File: src/rtl/romulus_round_sched_pkg.sv
// Shared configuration for the Romulus round scheduler: default geometry,
// FSM state encodings and the round-constant LFSR update.
package romulus_round_sched_pkg;

  localparam int CONSTW_DEF       = 6;
  localparam int CLKS_PER_RND_DEF = 4;
  localparam int ROUNDS_DEF       = 40;
  localparam int MASKED_DEF       = 0;

  typedef logic [1:0] state_t;

  localparam state_t ST_IDLE = 2'd0;
  localparam state_t ST_RUN  = 2'd1;
  localparam state_t ST_DONE = 2'd2;

  localparam logic [5:0] RC_INIT = 6'h01;

  // SKINNY round-constant LFSR: shift left, feedback rc5 ^ rc4 ^ 1
  function automatic logic [5:0] rc_next(input logic [5:0] rc);
    return {rc[4:0], rc[5] ^ rc[4] ^ 1'b1};
  endfunction

endpackage

File: src/rtl/romulus_round_sched_rc_lfsr.sv
// 6-bit SKINNY round-constant LFSR with synchronous load and step; kept
// separate so a key-schedule tweak controller can reuse it.
module romulus_rc_lfsr
  import romulus_round_sched_pkg::*;
(
  input  logic       clk,
  input  logic       rst,
  input  logic       load,
  input  logic       step,
  output logic [5:0] rc
);

  logic [5:0] rc_r;

  // Load takes priority over step; otherwise the constant holds
  always_ff @(posedge clk or negedge rst) begin
    if (!rst) begin
      rc_r <= 6'h00;
    end else if (load) begin
      rc_r <= RC_INIT;
    end else if (step) begin
      rc_r <= rc_next(rc_r);
    end else begin
      rc_r <= rc_r;
    end
  end

  assign rc = rc_r;

endmodule

File: src/rtl/romulus_round_sched.sv
// Round scheduler for the SKINNY-128-384+ datapath: accepts one cipher call,
// walks ROUNDS x CLKS_PER_RND phases (optionally throttled by randomness) and
// reports completion with a held valid/ready handshake.
module romulus_round_sched
  import romulus_round_sched_pkg::*;
#(
  parameter int CONSTW       = CONSTW_DEF,
  parameter int CLKS_PER_RND = CLKS_PER_RND_DEF,
  parameter int ROUNDS       = ROUNDS_DEF,
  parameter int MASKED       = MASKED_DEF,
  parameter int RCW          = $clog2(ROUNDS)
) (
  input  logic                    clk,
  input  logic                    rst,
  input  logic                    start_valid,
  output logic                    start_ready,
  input  logic                    abort,
  input  logic                    rdi_valid,
  output logic                    rdi_ready,
  output logic [CONSTW-1:0]       constant,
  output logic [CLKS_PER_RND-1:0] enrnd,
  output logic                    sen,
  output logic [RCW-1:0]          round,
  output logic                    last_round,
  output logic                    done_valid,
  input  logic                    done_ready
);

  localparam int PHW = (CLKS_PER_RND > 1) ? $clog2(CLKS_PER_RND) : 1;
  localparam logic [PHW-1:0] PH_LAST  = PHW'(CLKS_PER_RND - 1);
  localparam logic [RCW-1:0] RND_LAST = RCW'(ROUNDS - 1);

  state_t                  state_r;
  state_t                  state_nxt_s;
  logic [PHW-1:0]          phase_r;
  logic [RCW-1:0]          round_r;
  logic [5:0]              rc_s;
  logic [CLKS_PER_RND-1:0] enrnd_s;
  logic                    run_s;
  logic                    done_st_s;
  logic                    adv_s;
  logic                    step_s;
  logic                    move_s;
  logic                    wrap_s;
  logic                    finish_s;
  logic                    accept_s;

  assign run_s     = (state_r == ST_RUN);
  assign done_st_s = (state_r == ST_DONE);
  assign adv_s     = (MASKED == 0) || rdi_valid;
  // step_s drives enrnd and must not see abort; move_s gates the state update
  assign step_s    = run_s && adv_s;
  assign move_s    = step_s && !abort;
  assign wrap_s    = move_s && (phase_r == PH_LAST);
  assign finish_s  = wrap_s && (round_r == RND_LAST);
  assign accept_s  = (state_r == ST_IDLE) && start_valid && !abort;

  // Next-state selection; abort overrides every other transition
  always_comb begin
    state_nxt_s = state_r;
    if (abort) begin
      state_nxt_s = ST_IDLE;
    end else begin
      case (state_r)
        ST_IDLE: begin
          if (start_valid) state_nxt_s = ST_RUN;
          else             state_nxt_s = ST_IDLE;
        end
        ST_RUN: begin
          if (finish_s) state_nxt_s = ST_DONE;
          else          state_nxt_s = ST_RUN;
        end
        ST_DONE: begin
          if (done_ready) state_nxt_s = ST_IDLE;
          else            state_nxt_s = ST_DONE;
        end
        default: state_nxt_s = ST_IDLE;
      endcase
    end
  end

  // FSM state register
  always_ff @(posedge clk or negedge rst) begin
    if (!rst) begin
      state_r <= ST_IDLE;
    end else begin
      state_r <= state_nxt_s;
    end
  end

  // Phase and round counters; the final round index is held into DONE
  always_ff @(posedge clk or negedge rst) begin
    if (!rst) begin
      phase_r <= '0;
      round_r <= '0;
    end else if (abort || accept_s) begin
      phase_r <= '0;
      round_r <= '0;
    end else if (move_s) begin
      if (phase_r == PH_LAST) begin
        phase_r <= '0;
        if (round_r != RND_LAST) round_r <= round_r + RCW'(1);
        else                     round_r <= round_r;
      end else begin
        phase_r <= phase_r + PHW'(1);
        round_r <= round_r;
      end
    end else begin
      phase_r <= phase_r;
      round_r <= round_r;
    end
  end

  romulus_rc_lfsr u_rc_lfsr (
    .clk  (clk),
    .rst  (rst),
    .load (accept_s),
    .step (wrap_s && !finish_s),
    .rc   (rc_s)
  );

  // One-hot phase decode, blanked when idle or stalled
  always_comb begin
    enrnd_s = '0;
    for (int i = 0; i < CLKS_PER_RND; i++) begin
      enrnd_s[i] = step_s && (phase_r == PHW'(i));
    end
  end

  assign start_ready = (state_r == ST_IDLE);
  assign rdi_ready   = (MASKED != 0) && run_s;
  assign constant    = (run_s || done_st_s) ? CONSTW'(rc_s) : '0;
  assign round       = (run_s || done_st_s) ? round_r : '0;
  assign last_round  = run_s && (round_r == RND_LAST);
  assign done_valid  = done_st_s;
  assign enrnd       = enrnd_s;
  assign sen         = |enrnd_s;

endmodule

File: config.mk
export PLATFORM = sky130hd
export DESIGN_NAME = romulus_round_sched
export DESIGN_NICKNAME = d
export VERILOG_FILES = /design/src/rtl/romulus_round_sched_pkg.sv /design/src/rtl/romulus_round_sched_rc_lfsr.sv /design/src/rtl/romulus_round_sched.sv
export SDC_FILE = /design/constraint.sdc
export NUM_CORES = 1
export LEC_CHECK = 0
export ABC_CLOCK_PERIOD_IN_PS = 1630
export CORE_MARGIN = 3
export CORE_UTILIZATION = 45
export CTS_BUF_LIST = sky130_fd_sc_hd__clkbuf_8
export DETAILED_ROUTE_END_ITERATION = 16
export HOLD_SLACK_MARGIN = 0.08
export MAX_ROUTING_LAYER = met4
export PLACE_DENSITY = 0.83
export SYNTH_ARGS = -nofsm -noshare
export SYNTH_HDL_FRONTEND = slang
export SYNTH_SLANG_ARGS = --single-unit
File: constraint.sdc
create_clock -name clk -period 1.63 [get_ports clk]
set_clock_uncertainty 0.2 [all_clocks]
set_input_delay 0.2445 -clock clk [delete_from_list [all_inputs] [get_ports clk]]
set_output_delay 0.2445 -clock clk [all_outputs]
set_load 0.005 [all_outputs]
After elaboration in Yosys (flattened, before gate mapping). Cells that the tools add are included.

Add/subtract/negate cells: 2. $mul: 0. Div/mod/pow operators: 0. Order comparisons: 0. Equality and inequality tests: 7. Shifts and indexed selects: 0. Mux-type cells: 16. Bitwise operators: 2. Reduce and logical (&&, ||, !) cells: 23.

Operators by type and width (count): 6-bit 2-to-1 mux (8); 2-bit 2-to-1 mux (6); 1-bit logical AND (11); 2-bit nonzero test (4); 6-bit by 1-bit adder with 6-bit output (second input constant) (1); 2-bit == test (second input constant) (3); 6-bit == test (second input constant) (1); 6-bit != test (second input constant) (1); 2-bit case mux with 3 select lines (1); 2-bit by 1-bit == test with 1-bit output (second input constant) (2); 2-bit logical NOT (2); 4-bit OR reduction (1); 3-bit AND reduction (1); 2-bit by 1-bit adder with 2-bit output (second input constant) (1); 1-bit logical NOT (2); 1-bit logical OR (2); 1-bit 2-to-1 mux (1); 1-bit inverter (1); 1-bit bitwise XOR (1).

Bits in registers: 16. Bits in latches: 0. Memory bits (writable): 0. Memory bits (read-only): 0. Bits of input ports: 6. Output and inout bits: 21. Word-level logic and storage cells: 54. Memories: 0.

Logic depth before layout (Yosys ltp). Gate-level depths: netlist of run 1.

Word-level depth: 8. Mapped depth: 6. Depth with buffers taken out: 5.

Cells and area by module. A second synthesis of run 1 with hierarchy kept.

Cell total of the unflattened synthesis: 106. Area, all modules: 1044.8 um^2.

By module, submodules not included: romulus_round_sched (instances 1, cells an instance 86, area each 794.5 um^2, sequential area each 250.2 um^2); romulus_rc_lfsr (instances 1, cells an instance 20, area each 250.2 um^2, sequential area each 150.1 um^2).

Least setup slack after synthesis of run 1. No wires, ideal clock.

Path type: register to output. Start point: reg state_r[1]. End point: out sen. Arrival: 1.411 ns. Required time: 1.185 ns. Slack: -0.226 ns. Stages on the path, launching flop included: 6. Path buffers: 1. Path through: dfrtp_1 inv_1 ha_1 buf_4 and2_1 or4_1.

Cells in the longest elaborated chain, start to end: 3. Elaborated cells between the ends (all ways): 6. Those cells by class: eq/ne (1); reduce/logical (5).

Ends and longest elaborated chain: start, declared (line romulus_round_sched.sv:33) `state_t state_r;`; start signal, assigned (line romulus_round_sched.sv:87) `state_r <= state_nxt_s;`; 2-bit by 1-bit == test with 1-bit output (line romulus_round_sched.sv:48) `assign run_s = (state_r == ST_RUN);`; 1-bit logical AND (line romulus_round_sched.sv:126) `enrnd_s[i] = step_s && (phase_r == PHW'(i));`; via enrnd[2] (line romulus_round_sched.sv:21) `output logic [CLKS_PER_RND-1:0] enrnd,`; 4-bit OR reduction (line romulus_round_sched.sv:137) `assign sen = |enrnd_s;`; end, declared (line romulus_round_sched.sv:22) `output logic sen,`.

The timed path passes the listed nets, and every way through them passes these cells.

Worst setup path after layout of run 1.
Start point: reg state_r[0]. End point: out sen.

Cells in the longest elaborated chain, start to end: 3. Elaborated cells between the ends (all ways): 6. Those cells by class: eq/ne (1); reduce/logical (5).

Ends and longest elaborated chain (line): 2-bit by 1-bit == test with 1-bit output (*) (romulus_round_sched.sv:48); 1-bit logical AND (romulus_round_sched.sv:126); 4-bit OR reduction (*) (romulus_round_sched.sv:137).

Every way passes the cells marked *; elsewhere a longest branch is shown, timed or not.

==> summary.txt, run 1 <==
Outcome
  – Status: finished, violations left
  – Failing checks: negative setup slack

Final layout
  – Ant. Diodes: 0
  – Nets: 188
  – Fin util: 80.39%
  – Layout cells sized above 1: 49.42%
  – Reg area: 401.6 sq um
  – Finished Cell Area: 0.001795 sq mm
  – Multi-input gate area: 740.7 sq um
  – Fill count: 136
  – P&R area growth vs syn: 66.47%

Timing
  – Final Worst Setup Slack: -0.5288 ns
  – Final setup vio count: 35
  – Period utilisation layout: 132.4%
  – RSZ-0062 raised after global routing: yes
  – Slew Limit Fails: 0
  – Setup TNS: -8.879 ns
  – Hold violation total from the final report: 0
  – Fin crit period: 2.159 ns
  – Fmax: 463.2 MHz

Place
  – DP Worst Slack: -0.5939 ns
  – Placed cell areas: 0.001504 sq mm
  – Routability congestion estimate: 0.8316
  – Port bufs: 24
  – DPL Wire Length: 1942 microns

Routing
  – Antenna-violating nets left: 0
  – Wire length per cell: 16.09 microns
  – Vias per cell: 5.285
  – DRC errors left: 0
  – Via Count: 1057
  – Drt first pass iters: 4
  – Detailed Route WL: 3218 microns
  – Starting DRT DRC Count: 22

Global routing
  – First-pass GRT wire length: 4698 microns
  – Vias in the first global route: 1010
  – GRT Overall Usage: 22.74%
  – Initial antenna violation count: 0
  – Gr ovfl total: 0
  – Largest net degree at the start of global routing: 17

Synth
  – Post-synthesis async set-or-reset flop share: 100.0%
  – Synthesis-stage register bit count: 16
  – Sequential element share of the synthesized area: 37.12%
  – Yosys warnings: 0
  – Cell area after synthesis: 0.001079 sq mm
  – Avg Inst Size Synth: 9.717 sq um
  – EDFF count, synth: 0
  – Synth Net Count: 126
  – Syn Inst Count: 111
  – Yosys cell types: 33
  – Ys flop type: dfrtp_1

Setup path
  – Crit path from: state_r[0]
  – Crit path max fanout: 5
  – CP delay by family, top: simple AND/OR/NAND/NOR gates
  – Slowest cell on the critical path: or4_4
  – CP Capture Type: primary output
  – CP startpoint kind: flip-flop
  – R2R Path Start: state_r[1]
  – Critical path's largest stage delay: 0.53 ns
  – Capture point of the critical path: sen
  – Buf/Inv on CP: 1
  – Cells on worst reg2reg path: 9
  – CP Cell Sequence: ha_4 > and2_4 > or4_4 > buf_6
  – CP arrival: 1.71 ns
  – FF-to-FF End: u_rc_lfsr.rc[0]
  – CP required: 1.19 ns
  – Critical setup path kind: flip-flop to primary output
  – Crit path depth: 4
  – FF-to-FF setup slack: -0.33 ns

Floorplanning
  – Die H: 54.96 microns
  – Core area: 0.002233 sq mm
  – Cell Rows: 17
  – Starting Density: 48.29%
  – I/O pin count: 27
  – Die area: 0.003020 sq mm
  – Die Wd: 54.96 microns

CTS
  – Clk buf depth: 2
  – H-tree levels: 1
  – Worst-Skew Late Latency: 0.26 ns
  – Clock Sinks: 16
  – Hold Buf Count CTS: 0
  – Root buffer cell: clkbuf_8
  – TritonCTS clock tree: built
  – Clk slew on worst S/H paths: 0.07 ns
  – Number of CTS-inserted buffers: 3

Pwr
  – Peak VDD IR: 0.4541 mV
  – Sequential power share: 41.2%
  – P_int: 740.5 uW
  – Static Leakage: 0.0008408 uW
  – Switching power: 246.2 uW
  – Logic pwr share: 21.5%
  – Net Sw Frac: 24.95%
  – P per Cell Area: 549.6 mW/mm^2
  – Clock power frac: 37.2%

Flow run
  – Max-Cap Viols: 0

Hold path
  – Tightest Hold Check Type: input port to asynchronous set/reset pin
## final cells by class
| type | count | area share, % |
|---|---|---|
| inverters | 5 | 1.185 |
| multi-input cells | 85 | 41.25 |
| flip-flops and latches | 16 | 22.37 |
| repair buffers | 62 | 30.17 |
| well taps | 28 | 1.951 |
| clock buffers | 4 | 3.066 |
## worst min path at each step
stage,startpoint,end,slack [ns]
floorplan,rst,phase_r[0],-0.25
global placement,u_rc_lfsr.rc[2],u_rc_lfsr.rc[2],0.34
detailed placement,u_rc_lfsr.rc[3],u_rc_lfsr.rc[3],0.35
CTS,rst,state_r[0],0.13
global route,rst,state_r[0],0.11
finish,rst,state_r[0],0.11
## power groups by stage
stage,logic (uW),clock network (uW),registers (uW)
3_3_place_gp,134,0,412
2_1_floorplan,57.3,0,412
5_1_grt,227,389,407
3_5_place_dp,138,0,412
6_report,213,367,407
4_1_cts,187,358,406
## placed cells by master (no fill, tap or decap), types with 5 or more instances in the layout
master,instances
buf_4,24
buf_6,21
dfrtp_1,15
and2_1,12
nand2_1,11
mux2i_1,10
clkbuf_2,6
ha_4,5
## flip-flops by register name, indices dropped and copies added (netlist names)
register / count
u_rc_lfsr.rc: 6
state_r: 2
phase_r: 2
round_r: 6
## synth_stat cells (2+ instances only)
master / count / share of area, %
and2_1: 16 / 9.3
dfrtp_1: 16 / 37
nand2_1: 13 / 4.5
mux2i_1: 10 / 9.3
ha_1: 9 / 10
inv_1: 5 / 1.7
a21oi_1: 4 / 1.9
nand2b_1: 4 / 2.3
nor2_1: 3 / 1.0
o21ai_0: 3 / 1.4
buf_4: 2 / 1.4
clkbuf_1: 2 / 0.70
nand3_1: 2 / 0.93
nand3b_1: 2 / 1.4
or3_1: 2 / 1.2
## per-layer routing
metal	vias to the layer above	GRT usage, %	wire [microns]
li1	502	-	-
met1	528	28.11	1318
met2	25	38.19	1749
met3	2	4.290	130
met4	0	6.073	19
met5	-	-	0
## stage by stage
step	power (uW)	std cells	hold WS [ns]
after floorplan	469.7	111	-0.2511
after global placement	545.7	179	0.3382
after global routing	1024	200	0.1118
after CTS	951.4	195	0.1257
after detailed placement	550.6	179	0.3478
final	986.8	200	0.1061
## cell families after synthesis
group | share of synthesized area, %
AOI/OAI and AO/OA | 9.746
xor gates and xnor gates | 0.8122
adders and majority gates | 10.44
buffers and inverters | 4.872
DFF | 37.12
muxes | 9.281
other | 0.3477
and+or+nand+nor | 27.38
## timing repair
action | in CTS | in global routing
pin swaps | 16 | 8
gates cloned | 0 | 0
setup buffers | 13 | 6
setup endpoints to repair | 33 | 33
gates resized for setup | 67 | 40
(Power assumes the default switching activity.)
==> inputs of run 2 (changes only) <==
--- a/config.mk
+++ b/config.mk
@@ -12,7 +12,7 @@
 export DETAILED_ROUTE_END_ITERATION = 16
 export HOLD_SLACK_MARGIN = 0.08
 export MAX_ROUTING_LAYER = met4
-export PLACE_DENSITY = 0.83
+export PLACE_DENSITY = 0.86
 export SYNTH_ARGS = -nofsm -noshare
 export SYNTH_HDL_FRONTEND = slang
 export SYNTH_SLANG_ARGS = --single-unit
==> run 2 against run 1 <==
Net effect: the run still ends with negative setup slack left; hold slack gained 0.0050 ns; wire length up 6.7%; sequential power is essentially flat; utilization fell by 1.3 points; sequential share of layout area grew 0.38 points; first-iteration DRC count down 27%; clock power shrank 2%; non-clock buffer count decreased by 3; worst setup slack got worse by 0.011 ns; final cell count decreased by 1.5%; critical endpoint unchanged; largest power group unchanged; highest routed layer unchanged.
==> summary.txt, run 2 (synthesized netlist as in run 1, its figures left out) <==
Final layout
  – Nets: 185 (-1.6%)
  – Layout cells sized above 1: 55.62% (+6.2 points)
  – Most frequent cells in the layout: buf_4 (29), buf_6 (15), dfrtp_1 (15)
  – Fill count: 131 (-3.7%)
  – Finished Cell Area: 0.001765 sq mm (-1.7%)
  – P&R area growth vs syn: 63.69%
  – Fin util: 79.05% (-1.3 points)
  – Ant. Diodes: 0 (unchanged)
  – Non-Filler Instances: 197 (-1.5%)
  – Leading cell type in the layout, fill and taps excluded: buf_4

Setup path
  – Crit path max fanout: 4 (-1)
  – FF-to-FF setup slack: -0.14 ns (+0.19 ns)
  – Crit path depth: 6 (+2)
  – CP Capture Type: primary output
  – Buf/Inv on CP: 3 (+2)
  – CP required: 1.19 ns (about the same)
  – Crit path from: phase_r[0]
  – R2R Path Start: state_r[1]
  – CP arrival: 1.73 ns (+0.02 ns)
  – CP delay by family, top: simple AND/OR/NAND/NOR gates
  – CP Cell Sequence: inv_2 > buf_4 > ha_4 > and2_4 > or4_4 > buf_6
  – Critical path's largest stage delay: 0.43 ns (-0.10 ns)
  – CP startpoint kind: flip-flop
  – Slowest cell on the critical path: dfrtp_1
  – Cells on worst reg2reg path: 6 (-3)
  – Critical setup path kind: flip-flop to primary output

Routing
  – DRC errors left: 0 (unchanged)
  – Wire length per cell: 17.44 microns (+8.4%)
  – Vias per cell: 5.340 (+1.0%)
  – Starting DRT DRC Count: 16 (-27%)
  – Via Count: 1052 (-0.47%)
  – Antenna-violating nets left: 0 (unchanged)
  – Detailed Route WL: 3435 microns (+6.7%)
  – Drt first pass iters: 4 (unchanged)

Timing
  – Final Worst Setup Slack: -0.5400 ns (-0.01118 ns)
  – Period utilisation layout: 133.1% (+0.69 points)
  – Hold violation total from the final report: 0 (unchanged)
  – Fmax: 460.8 MHz (-0.52%)
  – RSZ-0062 raised after global routing: yes
  – Fin crit period: 2.170 ns (+0.01118 ns)
  – Final setup vio count: 30 (-14%)
  – Hold WS: 0.1112 ns (+0.005027 ns)
  – Slew Limit Fails: 0 (unchanged)

Floorplanning
  – I/O pin count: 27 (unchanged)
  – Cell Rows: 17 (unchanged)
  – Die area: 0.003020 sq mm (unchanged)
  – Die H: 54.96 microns (unchanged)
  – Starting Density: 48.29% (unchanged)
  – Die Wd: 54.96 microns (unchanged)
  – Core area: 0.002233 sq mm (unchanged)

Place
  – Routability congestion estimate: 0.8099 (-2.6%)
  – Port bufs: 24 (unchanged)
  – Placed cell areas: 0.001519 sq mm (+1.0%)
  – DP Worst Slack: -0.5885 ns (+0.005433 ns)
  – Placed Cells: 181 (+1.1%)
  – DPL Wire Length: 2072 microns (+6.7%)

Global routing
  – First-pass GRT wire length: 5016 microns (+6.8%)
  – Largest net degree at the start of global routing: 17 (unchanged)
  – Gr ovfl total: 0 (unchanged)
  – Vias in the first global route: 1061 (+5.0%)
  – Initial antenna violation count: 0 (unchanged)
  – GRT Overall Usage: 24.85% (+2.1 points)

CTS
  – Worst-Skew Late Latency: 0.25 ns (about the same)
  – Clk buf depth: 2 (unchanged)
  – Clk slew on worst S/H paths: 0.06 ns (about the same)
  – H-tree levels: 1 (unchanged)
  – Clock Sinks: 16 (unchanged)
  – TritonCTS clock tree: built
  – Root buffer cell: clkbuf_8
  – Number of CTS-inserted buffers: 3 (unchanged)

Outcome
  – Failing checks: negative setup slack
  – Status: finished, violations left

Pwr
  – Peak VDD IR: 0.5266 mV (+16%)
  – P per Cell Area: 542.7 mW/mm^2 (-1.3%)
  – Static Leakage: 0.0008151 uW (-3.1%)

Flow run
  – Max-Cap Viols: 0 (unchanged)

Hold path
  – Tightest Hold Check Type: input port to asynchronous set/reset pin
[run 2: cell count changes in the layout (fill, tap and decap cells not counted), sizes merged]
cell	previous run	this run
clkbuf	10	13
dlygate4sd2	4	0
buf	47	44
clkdlybuf4s15	1	2
[run 2: metal layers]
layer | part of all wire (%) | wire length [microns] | track usage, % | up-vias
met5 | 0 | 0 | - | -
met4 | 2.4 | 82 | 7.692 | 0
li1 | - | - | - | 498
met1 | 42 | 1443 | 27.95 | 516
met2 | 51 | 1742 | 43.90 | 31
met3 | 4.8 | 166 | 5.362 | 7
[run 2: final timing paths]
path	endpoint
worst max-delay path	sen
worst min-delay path	round_r[4]
worst max register to register	u_rc_lfsr.rc[4]
worst min register to register	u_rc_lfsr.rc[2]
max in group asynchronous	phase_r[1]
min in group clk	u_rc_lfsr.rc[2]
[run 2: layout make-up]
cell class / instances / area (sq um) / share of cell area [%]
multi-input cells: 85 / 759.5 / 43.02
repair buffers: 59 / 493.0 / 27.92
flip-flops and latches: 16 / 401.6 / 22.75
clock buffers: 4 / 55.05 / 3.118
well taps: 28 / 35.03 / 1.984
inverters: 5 / 21.27 / 1.205
[run 2: through the flow]
stage               setup TNS (ns)  total power, uW
finish                      -6.620            958.1
floorplan                  -0.1642            469.7
global placement            -6.857            544.4
global route                -8.850            995.2
CTS                         -7.113            935.6
detailed placement          -8.399            551.8
[run 2: what timing repair did]
action	4_1_cts	5_1_grt
hold buffers	0	0
buffers inserted	9	7
gates resized for setup	76	41
setup endpoints to repair	33	35
pin swaps	14	9
[run 2: where the power goes]
| group | switching (uW) | internal, uW | leakage (uW) | total [uW] |
|---|---|---|---|---|
| Combinational | 85.7 | 106 | 0.000571 | 192 |
| Clock | 145 | 215 | 0.0000288 | 360 |
| Sequential | 5.80 | 401 | 0.000215 | 407 |
| Total | 236 | 722 | 0.000815 | 958 |
